===== config.mk =====
export PLATFORM = sky130hd
export DESIGN_NAME = crc_msg_feeder
export DESIGN_NICKNAME = d
export VERILOG_FILES = /design/src/rtl/crc_pkg.sv /design/src/rtl/piso_shift.sv /design/src/rtl/crc_msg_feeder.sv
export SDC_FILE = /design/constraint.sdc
export NUM_CORES = 1
export LEC_CHECK = 0
export CAP_MARGIN = 5
export CORE_MARGIN = 2
export CORE_UTILIZATION = 28
export CTS_CLUSTER_SIZE = 24
export DETAILED_ROUTE_END_ITERATION = 7
export PLACE_DENSITY = 0.51
export SKIP_CTS_REPAIR_TIMING = 1
export SYNTH_ARGS = -nofsm -noshare
export SYNTH_HDL_FRONTEND = slang
export SYNTH_SLANG_ARGS = --single-unit

===== constraint.sdc =====
create_clock -name clock -period 3.8 [get_ports clock]
set_input_delay 0.76 -clock clock [delete_from_list [all_inputs] [get_ports clock]]
set_output_delay 0.76 -clock clock [all_outputs]
set_load 0.05 [all_outputs]

===== src/rtl/crc_pkg.sv =====
`default_nettype none
// ============================================================================
// Module   : crc_pkg
// Purpose  : Shared definitions for the CRC message feeder: FSM state
//            encoding and default message / remainder widths.
// Revision : 1.0 - initial release
// ============================================================================
package crc_pkg;

    localparam int DEF_DATA_LENGTH = 32;
    localparam int DEF_CRC_WIDTH   = 16;

    typedef enum logic [2:0] {
        IDLE      = 3'd0,
        START     = 3'd1,
        SHIFT     = 3'd2,
        WAIT_DONE = 3'd3,
        RESULT    = 3'd4
    } state_t;

endpackage
`default_nettype wire


===== src/rtl/piso_shift.sv =====
`default_nettype none
// ============================================================================
// Module   : piso_shift
// Purpose  : Parallel-load, MSB-first shift register with a count of bits
//            shifted out and a flag raised once every bit has left.
// Revision : 1.0 - initial release
// ============================================================================
module piso_shift #(
    parameter int DATA_LENGTH = 32,
    localparam int CNT_WIDTH = $clog2(DATA_LENGTH + 1)
) (
    input  logic                   clock,
    input  logic                   reset_n,
    input  logic                   load,
    input  logic                   shift,
    input  logic [DATA_LENGTH-1:0] load_data,
    output logic                   bit_out,
    output logic                   last
);

    logic [DATA_LENGTH-1:0] shreg;
    logic [CNT_WIDTH-1:0]   count;

    // Load restarts the bit count; each shift moves the next bit to the MSB.
    always_ff @(posedge clock or negedge reset_n) begin
        if (!reset_n) begin
            shreg <= '0;
            count <= '0;
        end else if (load) begin
            shreg <= load_data;
            count <= '0;
        end else if (shift) begin
            shreg <= {shreg[DATA_LENGTH-2:0], 1'b0};
            count <= count + CNT_WIDTH'(1);
        end
    end

    assign bit_out = shreg[DATA_LENGTH-1];
    // The bit is sampled into the output flop on the same edge it is shifted
    // away, so "all shifted" means every bit has already been handed out.
    assign last    = (count == CNT_WIDTH'(DATA_LENGTH));

endmodule
`default_nettype wire


===== src/rtl/crc_msg_feeder.sv =====
`default_nettype none
// ============================================================================
// Module   : crc_msg_feeder
// Purpose  : Accepts a message word, pulses the serial CRC encoder's start,
//            streams the word MSB-first, waits for done (with timeout) and
//            hands the captured remainder downstream via valid/ready.
// Revision : 1.0 - initial release
// ============================================================================
module crc_msg_feeder
    import crc_pkg::*;
#(
    parameter int DATA_LENGTH = DEF_DATA_LENGTH,
    parameter int CRC_WIDTH   = DEF_CRC_WIDTH,
    parameter int TIMEOUT     = 64
) (
    input  logic                   clock,
    input  logic                   reset_n,
    input  logic                   in_valid,
    output logic                   in_ready,
    input  logic [DATA_LENGTH-1:0] in_data,
    output logic                   crc_start,
    output logic                   crc_data,
    input  logic                   crc_done,
    input  logic [CRC_WIDTH-1:0]   crc_r,
    output logic                   out_valid,
    input  logic                   out_ready,
    output logic [CRC_WIDTH-1:0]   out_crc,
    output logic                   out_err
);

    localparam int TMO_WIDTH = $clog2(TIMEOUT + 1);

    state_t               state;
    logic [TMO_WIDTH-1:0] tmo_cnt;
    logic                 load;
    logic                 shift;
    logic                 bit_out;
    logic                 last;

    // Shifting starts in START so the first bit is already on crc_data in the
    // first SHIFT cycle; the output flop then always trails the register.
    assign load  = (state == IDLE) && in_valid && in_ready;
    assign shift = (state == START) || ((state == SHIFT) && !last);

    piso_shift #(
        .DATA_LENGTH(DATA_LENGTH)
    ) u_piso (
        .clock     (clock),
        .reset_n   (reset_n),
        .load      (load),
        .shift     (shift),
        .load_data (in_data),
        .bit_out   (bit_out),
        .last      (last)
    );

    // Control FSM with registered handshake, encoder and result outputs.
    always_ff @(posedge clock or negedge reset_n) begin
        if (!reset_n) begin
            state     <= IDLE;
            tmo_cnt   <= '0;
            in_ready  <= 1'b0;
            crc_start <= 1'b0;
            crc_data  <= 1'b0;
            out_valid <= 1'b0;
            out_crc   <= '0;
            out_err   <= 1'b0;
        end else begin
            crc_start <= 1'b0;
            crc_data  <= 1'b0;
            case (state)
                IDLE: begin
                    if (in_valid && in_ready) begin
                        in_ready  <= 1'b0;
                        crc_start <= 1'b1;
                        state     <= START;
                    end else begin
                        in_ready <= 1'b1;
                    end
                end
                START: begin
                    crc_data <= bit_out;
                    state    <= SHIFT;
                end
                SHIFT: begin
                    if (last) begin
                        tmo_cnt <= '0;
                        state   <= WAIT_DONE;
                    end else begin
                        crc_data <= bit_out;
                    end
                end
                WAIT_DONE: begin
                    // Done is checked first so it wins a tie with the timeout.
                    if (crc_done) begin
                        out_crc   <= crc_r;
                        out_err   <= 1'b0;
                        out_valid <= 1'b1;
                        state     <= RESULT;
                    end else if (tmo_cnt == TMO_WIDTH'(TIMEOUT - 1)) begin
                        out_crc   <= '0;
                        out_err   <= 1'b1;
                        out_valid <= 1'b1;
                        state     <= RESULT;
                    end else begin
                        tmo_cnt <= tmo_cnt + TMO_WIDTH'(1);
                    end
                end
                RESULT: begin
                    if (out_ready) begin
                        out_valid <= 1'b0;
                        in_ready  <= 1'b1;
                        state     <= IDLE;
                    end
                end
                default: state <= IDLE;
            endcase
        end
    end

endmodule
`default_nettype wire


Word-level counts from Yosys, hierarchy flattened
Index checks and enable logic that the tools add are counted.

Eq/ne operators: 12. Reduce and logical (&&, ||, !) cells: 17. Multiplexer cells: 28. Add/sub/neg operators: 2.

Operators by type and width (number): two-way mux 32 bit (2); two-way mux 16 bit (2); two-way mux 7 bit (3); two-way mux 3 bit (5); one-hot mux 3 bit (5 select lines) (1); one-hot mux 7 bit (2 select lines) (1); two-way mux 6 bit (2); nonzero test 2 bit (5); two-way mux 1 bit (9); inequality test 2 bit (second input constant) (4); AND reduction 4 bit (2); adder 7 x 1 -> 7 bit (second input constant) (1); equality test 7 x 6 -> 1 bit (second input constant) (1); adder 6 x 1 -> 6 bit (second input constant) (1); equality test 3 x 2 -> 1 bit (second input constant) (2); equality test 6 bit (second input constant) (1); one-hot mux 1 bit (2 select lines) (3); logical AND 1 bit (4); AND reduction 2 bit (2); equality test 3 x 1 -> 1 bit (second input constant) (1); equality test 3 bit (second input constant) (1); zero test 3 bit (1); inequality test 3 bit (second input constant) (1); AND reduction 3 bit (1); other kinds (3) (3).

Output and inout bits: 21. Input port bits: 53. Flip-flop bits (word level): 69. Logic and storage cells: 69.

Depth between registers and ports, before layout
Gate-level depths: netlist (run 1).

Depth in word-level cells: 6. Mapped depth: 8. Gate-level depth less buffers: 6.

Hierarchy
Synthesis (run 1) repeated with hierarchy kept, for this count alone.

Cells, all modules: 280. Area total of the unflattened synthesis: 3124.2 um^2.

Modules (own cells, without submodules): piso_shift (times used 1, area an instance 1771.7 um^2, cells an instance 169, sequential area each 950.9 um^2); crc_msg_feeder (times used 1, area an instance 1352.5 um^2, cells an instance 111, sequential area each 775.7 um^2).

Least setup slack after synthesis (run 1)
OpenSTA, ideal clock, no wires.

Kind: input-to-reg. Start: input port in_valid. End: register u_piso.shreg[10]. Path buffers: 2. Arrival: 1.665 ns. Data required time: 3.659 ns. Setup slack: 1.994 ns. Setup time: 0.141 ns. Stages: 6. Path through: nand2_1 > or4_1 > clkbuf_1 > clkbuf_1 > nor2_1 > a31oi_1.

Longest elaborated chain between the ends: 3. Elaborated cells on any way between the ends: 4. Classes of those cells: mux (1); reduce/logical (3).

Ends and longest elaborated chain: from (decl) (line crc_msg_feeder.sv:18) `input logic in_valid,`; logical AND 1 bit (*) (2 in a row) (line crc_msg_feeder.sv:42) `assign load = (state == IDLE) && in_valid && in_ready;`; two-way mux 32 bit / nonzero test 2 bit (equally long branches); to (signal assigned) (line piso_shift.sv:30) `shreg <= load_data;`; to (signal assigned) (line piso_shift.sv:33) `shreg <= {shreg[DATA_LENGTH-2:0], 1'b0};`; to (decl) (line piso_shift.sv:21) `logic [DATA_LENGTH-1:0] shreg;`.

Every way passes the cells marked *; elsewhere a longest branch is shown, timed or not. A chain may end at the register's enable or synchronous reset.

Worst setup path in the final report (run 1)
Start: register in_ready. End: output port in_ready.

RTL lines: from (decl) (line crc_msg_feeder.sv:19) `output logic in_ready,`; from (signal assigned) (line crc_msg_feeder.sv:62) `in_ready <= 1'b0;`; from (signal assigned) (line crc_msg_feeder.sv:74) `in_ready <= 1'b0;`; from (signal assigned) (line crc_msg_feeder.sv:78) `in_ready <= 1'b1;`.

No word-level cell between the ends.

==> metrics.md, run 1 <==
| Metric | Value |
|---|---|
| Area contributors post-synth | dfrtp_1, nand2_1, a31oi_1, nor2_1, a22o_1 |
| CTS sink cnt | 69 |
| Critical path, cell by cell | clkdlybuf4s50_1 |
| Worst-path clk slew | 0.08 ns |
| Lkg Pwr | 1.82 nW |
| Fin crit share | 60.9% |
| Vias | 2,495 |
| H-tree depth | 3 |
| Count of different cell masters after synthesis | 41 |
| Die area | 12,000 µm² |
| Reg-to-Reg Start | u_piso.count[0] |
| Antenna Cells | 0 |
| Rel. slew slack | 49.9% |
| Reg2Reg Depth | 7 |
| Internal power | 2.13 mW |
| Total power | 3.82 mW |
| Pre-CTS WS | 1.22 ns |
| Multi-input gate area | 1230 µm² |
| Synth Area per Inst | 9.83 µm² |
| # port buffers | 73 |
| Fillers | 1,100 |
| RSZ-0062 raised after global routing | no |
| IO Pins | 74 |
| Maxcap violations | 0 |
| Synthesized Nets | 374 |
| Sw Pwr | 1.69 mW |
| Wire length per cell | 13.3 µm |
| Clock Tree Buf Depth | 2 |
| Worst-margin pin slew | 0.751 ns |
| First-pass GRT wire length | 11,400 µm |
| CTS tree | yes |
| CP Launch Type | register |
| Initial DRT Pass Iterations | 4 |
| Routability Congestion | 0.789 |
| Rows | 38 |
| RR Endpoint | u_piso.count[4] |
| Clk pwr share | 15.8% |
| Share of layout cells above drive strength 1 | 7.46% |
| Worst EP arrival | 1.55 ns |
| WL final | 7050 µm |
| Seq. cell area | 1730 µm² |
| CP max-delay cell | clkdlybuf4s50_1 |
| DPL Wire Length | 4630 µm |
| Clk_skew | 0.00882 ns |
| Synth area leader | dfrtp_1 |
| Worst path max stage delay | 0.83 ns |
| DRC Markers | 0 |
| Worst Hold Class | in2async |
| Final Max Tran Viols | 0 |
| Initial antenna violation count | 0 |
| Top cell type's share of synthesized area | 55.2% |
| Kind of critical path | reg2out |
| Post-synth ARST share | 100% |
| Clock root buffer | clkbuf_8 |
| Cell Area, Synth | 3130 µm² |
| Max Fclk | 0.432 GHz |
| CP Capture Type | output port |
| Final setup TNS | 0 ns |
| Top delay family on crit path | buffers and inverters |
| Crit path buffers/inverters | 1 |
| FF+latch count, synth | 69 |
| Final worst slack | 1.49 ns |
| Worst-path maximum fanout | 3 |
| Starting density of the core | 28.7% |
| Sw Share | 44.3% |
| Flop pwr share | 35.3% |
| Total grt overflow | 0 |
| Synth Instances | 318 |
| # setup viols final | 0 |
| Status | finished clean |
| Critical Path RT | 3.04 ns |
| Power per cell area | 926 nW/µm² |
| GRT Overall Usage | 12.1% |
| Yosys warnings | 0 |
| Minimum clock period | 2.31 ns |
| EDFF count, synth | 0 |
| Layout area overhead | 32.1% |
| Number of global-route vias before repair | 2,389 |
| Sequential area share after synthesis | 55.2% |
| Core ar. | 10,900 µm² |
| Vias per cell | 4.72 |
| Largest net degree at the start of global routing | 69 |
| Final ANT Viol Nets | 0 |
| Worst skew pair latency | 0.35 ns |
| Worst vdd ir | 0.317 mV |
| CTS buffer count | 9 |
| Post-synth top flop | dfrtp_1 |
| Worst R2R Setup Slack | 1.54 ns |
| Die W | 110 µm |
| Iter 0 DRT Violations | 93 |
| Comb pwr share | 48.9% |
| Nets | 440 |
| Die height | 110 µm |
| Hold Vio Cnt, Final | 0 |
[Yosys cell counts, drive strengths merged (3+ instances only)]
| cell | n |
|---|---|
| nand2 | 76 |
| clkbuf | 7 |
| a31oi | 33 |
| o21ai | 5 |
| inv | 8 |
| a21oi | 4 |
| a22o | 16 |
| mux2i | 5 |
| o31ai | 3 |
| nand3 | 5 |
| ha | 3 |
| nor3 | 3 |
| dfrtp | 69 |
| nor2 | 38 |
| buf | 15 |
[layout by cell type (no fill, tap or decap), drive strengths merged, types with 2 or more instances in the layout]
cell	instances
nand2	76
clkdlybuf4s50	72
dfrtp	69
nor2	38
a31oi	33
a22o	16
clkbuf	9
inv	9
nand3	5
o21ai	5
mux2i	5
buf	5
a21oi	4
nor3	3
o31ai	3
ha	3
clkinvlp	3
nor3b	2
and2	2
nand3b	2
or3	2
nand4	2
xnor2	2
clkinv	2
[state kept, by name, summed over array words and instances (netlist names)]
| register | cells |
|---|---|
| in_ready | 1 |
| u_piso.shreg | 32 |
| crc_data | 1 |
| u_piso.count | 6 |
| out_crc | 16 |
| crc_start | 1 |
| state | 3 |
| out_valid | 1 |
| tmo_cnt | 7 |
| out_err | 1 |
[power groups by stage]
stage	Clock, mW	Sequential (mW)	Combinational, mW
floorplan	0	1.63	1.15
CTS	0.629	1.35	1.90
detailed placement	0	1.36	1.89
global placement	0	1.35	1.85
finish	0.603	1.35	1.87
global route	0.661	1.40	2.08
[cells by family after synthesis]
family	count (synthesis)	share of synthesized area, %
adders and majority gates	3	1.20
xor gates and xnor gates	2	0.801
buffers and inverters	30	5.48
AOI/OAI and AO/OA	68	15.9
muxes	6	1.96
and+or+nand+nor	140	19.5
DFF	69	55.2
[per-layer routing]
metal | track usage (%) | wire length (µm) | vias to the layer above
met2 | 17.8 | 3050 | 72
li1 | - | - | 1234
met5 | 0 | 0 | -
met4 | 4.34 | 97 | 0
met1 | 17.4 | 3530 | 1179
met3 | 3.02 | 370 | 10
[final cells by class]
type,instances,share of cell area (%)
clock inverters,7,1.82
clock buffers,9,3.00
inverters,8,0.727
repair buffers,77,18.6
flip-flops and latches,69,41.8
multi-input cells,219,29.8
well taps,140,4.24
[worst register-to-register path, cell delays in order, from the launching register on]
cell      delay (ns)
dfrtp_1         0.44
inv_1           0.07
ha_1            0.19
nor3b_2         0.18
a211oi_4        0.60
buf_4           0.39
nand4_1         0.15
mux2i_1         0.13
[stage by stage]
step | utilization [%] | hold slack [ns] | cell area, µm² | std cells
2_1_floorplan | - | 0.453 | 3130 | 318
3_3_place_gp | 36.1 | 0.460 | 3930 | 513
3_5_place_dp | 36.1 | 0.473 | 3930 | 513
4_1_cts | 37.9 | 0.495 | 4130 | 529
5_1_grt | 37.9 | 0.517 | 4130 | 529
6_report | 37.9 | 0.474 | 4130 | 529
[worst max-delay path by stage]
stage	from	to	slack, ns	depth (start not counted)
CTS	in_ready	in_ready	1.46	1
detailed placement	in_valid	u_piso.shreg[0]	1.22	7
global placement	in_valid	u_piso.shreg[0]	1.23	7
finish	in_ready	in_ready	1.49	1
global route	u_piso.count[0]	u_piso.count[4]	1.33	7
floorplan	in_valid	u_piso.shreg[10]	1.99	6
No activity file was read; power rests on OpenSTA's default activity.
==> run 2, diff against run 1 <==
Settings changed: PLACE_DENSITY 0.51 to 0.53.
Clock period 3.8 ns to 2 ns, I/O delays scaled along.
==> metrics.md, run 2 (synthesized netlist as in run 1, its figures left out) <==
| Metric | Value |
|---|---|
| Clock root buffer | clkbuf_8 |
| Worst EP arrival | 1.55 ns (about the same) |
| Hold Vio Cnt, Final | 0 (unchanged) |
| Critical Path RT | 1.60 ns (-1.44 ns) |
| CTS sink cnt | 69 (unchanged) |
| DRC Markers | 0 (unchanged) |
| Kind of critical path | reg2out |
| Worst-margin pin slew | 0.527 ns (-0.224 ns) |
| Worst path max stage delay | 0.82 ns (about the same) |
| IO Pins | 74 (unchanged) |
| Routability Congestion | 0.723 (-8.3%) |
| Final ANT Viol Nets | 0 (unchanged) |
| Worst vdd ir | 0.708 mV (+120%) |
| Max Fclk | 0.512 GHz |
| Max reg flops | 32 (unchanged) |
| Die W | 110 µm (unchanged) |
| Total power | 7.46 mW (+95%) |
| Crit path buffers/inverters | 1 (unchanged) |
| CP Capture Type | output port |
| First-pass GRT wire length | 11,700 µm (+2.0%) |
| Rel. slew slack | 64.8% (+15 points) |
| Starting density of the core | 28.7% (unchanged) |
| Wire length per cell | 13.1 µm (-1.5%) |
| Reg with most FFs | u_piso.shreg |
| DPL Wire Length | 4640 µm (+0.17%) |
| Critical path, cell by cell | clkdlybuf4s50_1 |
| Nets | 449 (+2.0%) |
| # port buffers | 73 (unchanged) |
| RSZ-0062 raised after global routing | no |
| Largest net degree at the start of global routing | 70 (+1.4%) |
| Clk_skew | 0.00947 ns (+0.000647 ns) |
| CP Launch Type | register |
| Share of layout cells above drive strength 1 | 9.55% (+2.1 points) |
| GRT Overall Usage | 12.3% (+0.21 points) |
| H-tree depth | 3 (unchanged) |
| Initial DRT Pass Iterations | 4 (unchanged) |
| Lkg Pwr | 1.90 nW (+4.1%) |
| Top delay family on crit path | buffers and inverters |
| Final Max Tran Viols | 0 (unchanged) |
| Worst skew pair latency | 0.34 ns (about the same) |
| Worst hold margin | 0.0705 ns (-0.403 ns) |
| Worst-path maximum fanout | 3 (unchanged) |
| Power per cell area | 1760 nW/µm² (+90%) |
| CP max-delay cell | clkdlybuf4s50_1 |
| # setup viols final | 0 (unchanged) |
| Fin crit share | 97.6% |
| Iter 0 DRT Violations | 96 (+3.2%) |
| Clock Tree Buf Depth | 2 (unchanged) |
| Rows | 38 (unchanged) |
| Post-Route Utilization | 39.0% (+1.1 points) |
| Commonest cells after routing, fill and taps aside | nand2_1, clkdlybuf4s50_1, dfrtp_1 |
| Fillers | 1,128 (+2.5%) |
| WL final | 7060 µm (+0.20%) |
| Maxcap violations | 0 (unchanged) |
| Total grt overflow | 0 (unchanged) |
| Worst-path clk slew | 0.08 ns (about the same) |
| Initial antenna violation count | 0 (unchanged) |
| Vias | 2,563 (+2.7%) |
| Antenna Cells | 0 (unchanged) |
| Vias per cell | 4.76 (+1.0%) |
| Minimum clock period | 1.95 ns |
| Die area | 12,000 µm² (unchanged) |
| Top flop regs | u_piso.shreg x32, out_crc x16, tmo_cnt x7 |
| Commonest non-fill, non-tap cell in the layout | nand2_1 |
| Layout area overhead | 35.9% |
| Status | finished clean |
| CTS tree | yes |
| Worst Hold Class | in2async |
| Number of global-route vias before repair | 2,502 (+4.7%) |
| Die height | 110 µm (unchanged) |
| CTS buffer count | 9 (unchanged) |
| Core ar. | 10,900 µm² (unchanged) |
[run 2: changes by cell type in the layout (fill, tap and decap cells not counted)]
cell / before / now
buf_12: 1 / 5
buf_4: 3 / 8
clkinv_2: 1 / 4
clkinvlp_4: 3 / 1
inv_6: 1 / 0
o41ai_2: 1 / 0
o41ai_4: 0 / 1
[run 2: final cells by class]
cell class	count	area, µm²	area share (%)
repair buffers	86	886	20.9
inverters	8	30.0	0.707
flip-flops and latches	69	1730	40.6
well taps	140	175	4.12
multi-input cells	219	1240	29.2
clock inverters	7	66.3	1.56
clock buffers	9	124	2.92
[run 2: power breakdown]
part | leakage (nW) | total [mW] | switching, mW | internal (mW)
registers | 0.850 | 2.54 | 0.445 | 2.09
clock network | 0.0987 | 1.10 | 0.531 | 0.569
logic | 0.947 | 3.82 | 2.24 | 1.57
[run 2: per-layer routing]
metal | wire, µm | track usage, %
met1 | 3360 | 16.1
met2 | 3220 | 20.0
met3 | 441 | 3.38
met5 | 0 | 0
met4 | 44 | 3.80
[run 2: worst paths after layout]
check                           slack (ns)  depth (start not counted)               end            start
worst max-delay path                  0.05                          1          in_ready         in_ready
min in group clock                    0.48                          2         out_valid        out_valid
worst min-delay path                  0.07                          2        tmo_cnt[3]          reset_n
worst min register to register        0.48                          2         out_valid        out_valid
max in group asynchronous             1.62                          2  u_piso.shreg[30]          reset_n
worst max register to register        0.19                          8  u_piso.shreg[14]  u_piso.count[1]
[run 2: through the flow]
| step | cell area (µm²) | instances | worst slack (ns) | TNS, ns |
|---|---|---|---|---|
| 2_1_floorplan | 3130 | 318 | 0.265 | 0 |
| 3_3_place_gp | 4050 | 522 | -0.0704 | -2.05 |
| 3_5_place_dp | 4050 | 522 | -0.107 | -2.31 |
| 4_1_cts | 4240 | 538 | 0.0235 | 0 |
| 5_1_grt | 4250 | 538 | 0.000244 | 0 |
| 6_report | 4250 | 538 | 0.0479 | 0 |
==> run 3, diff against run 2 <==
Settings changed: CAP_MARGIN 5 to 20, TNS_END_PERCENT set to 10.
==> results of run 3 <==
The final DEF is identical to that of run 2; final timing and power are the same.
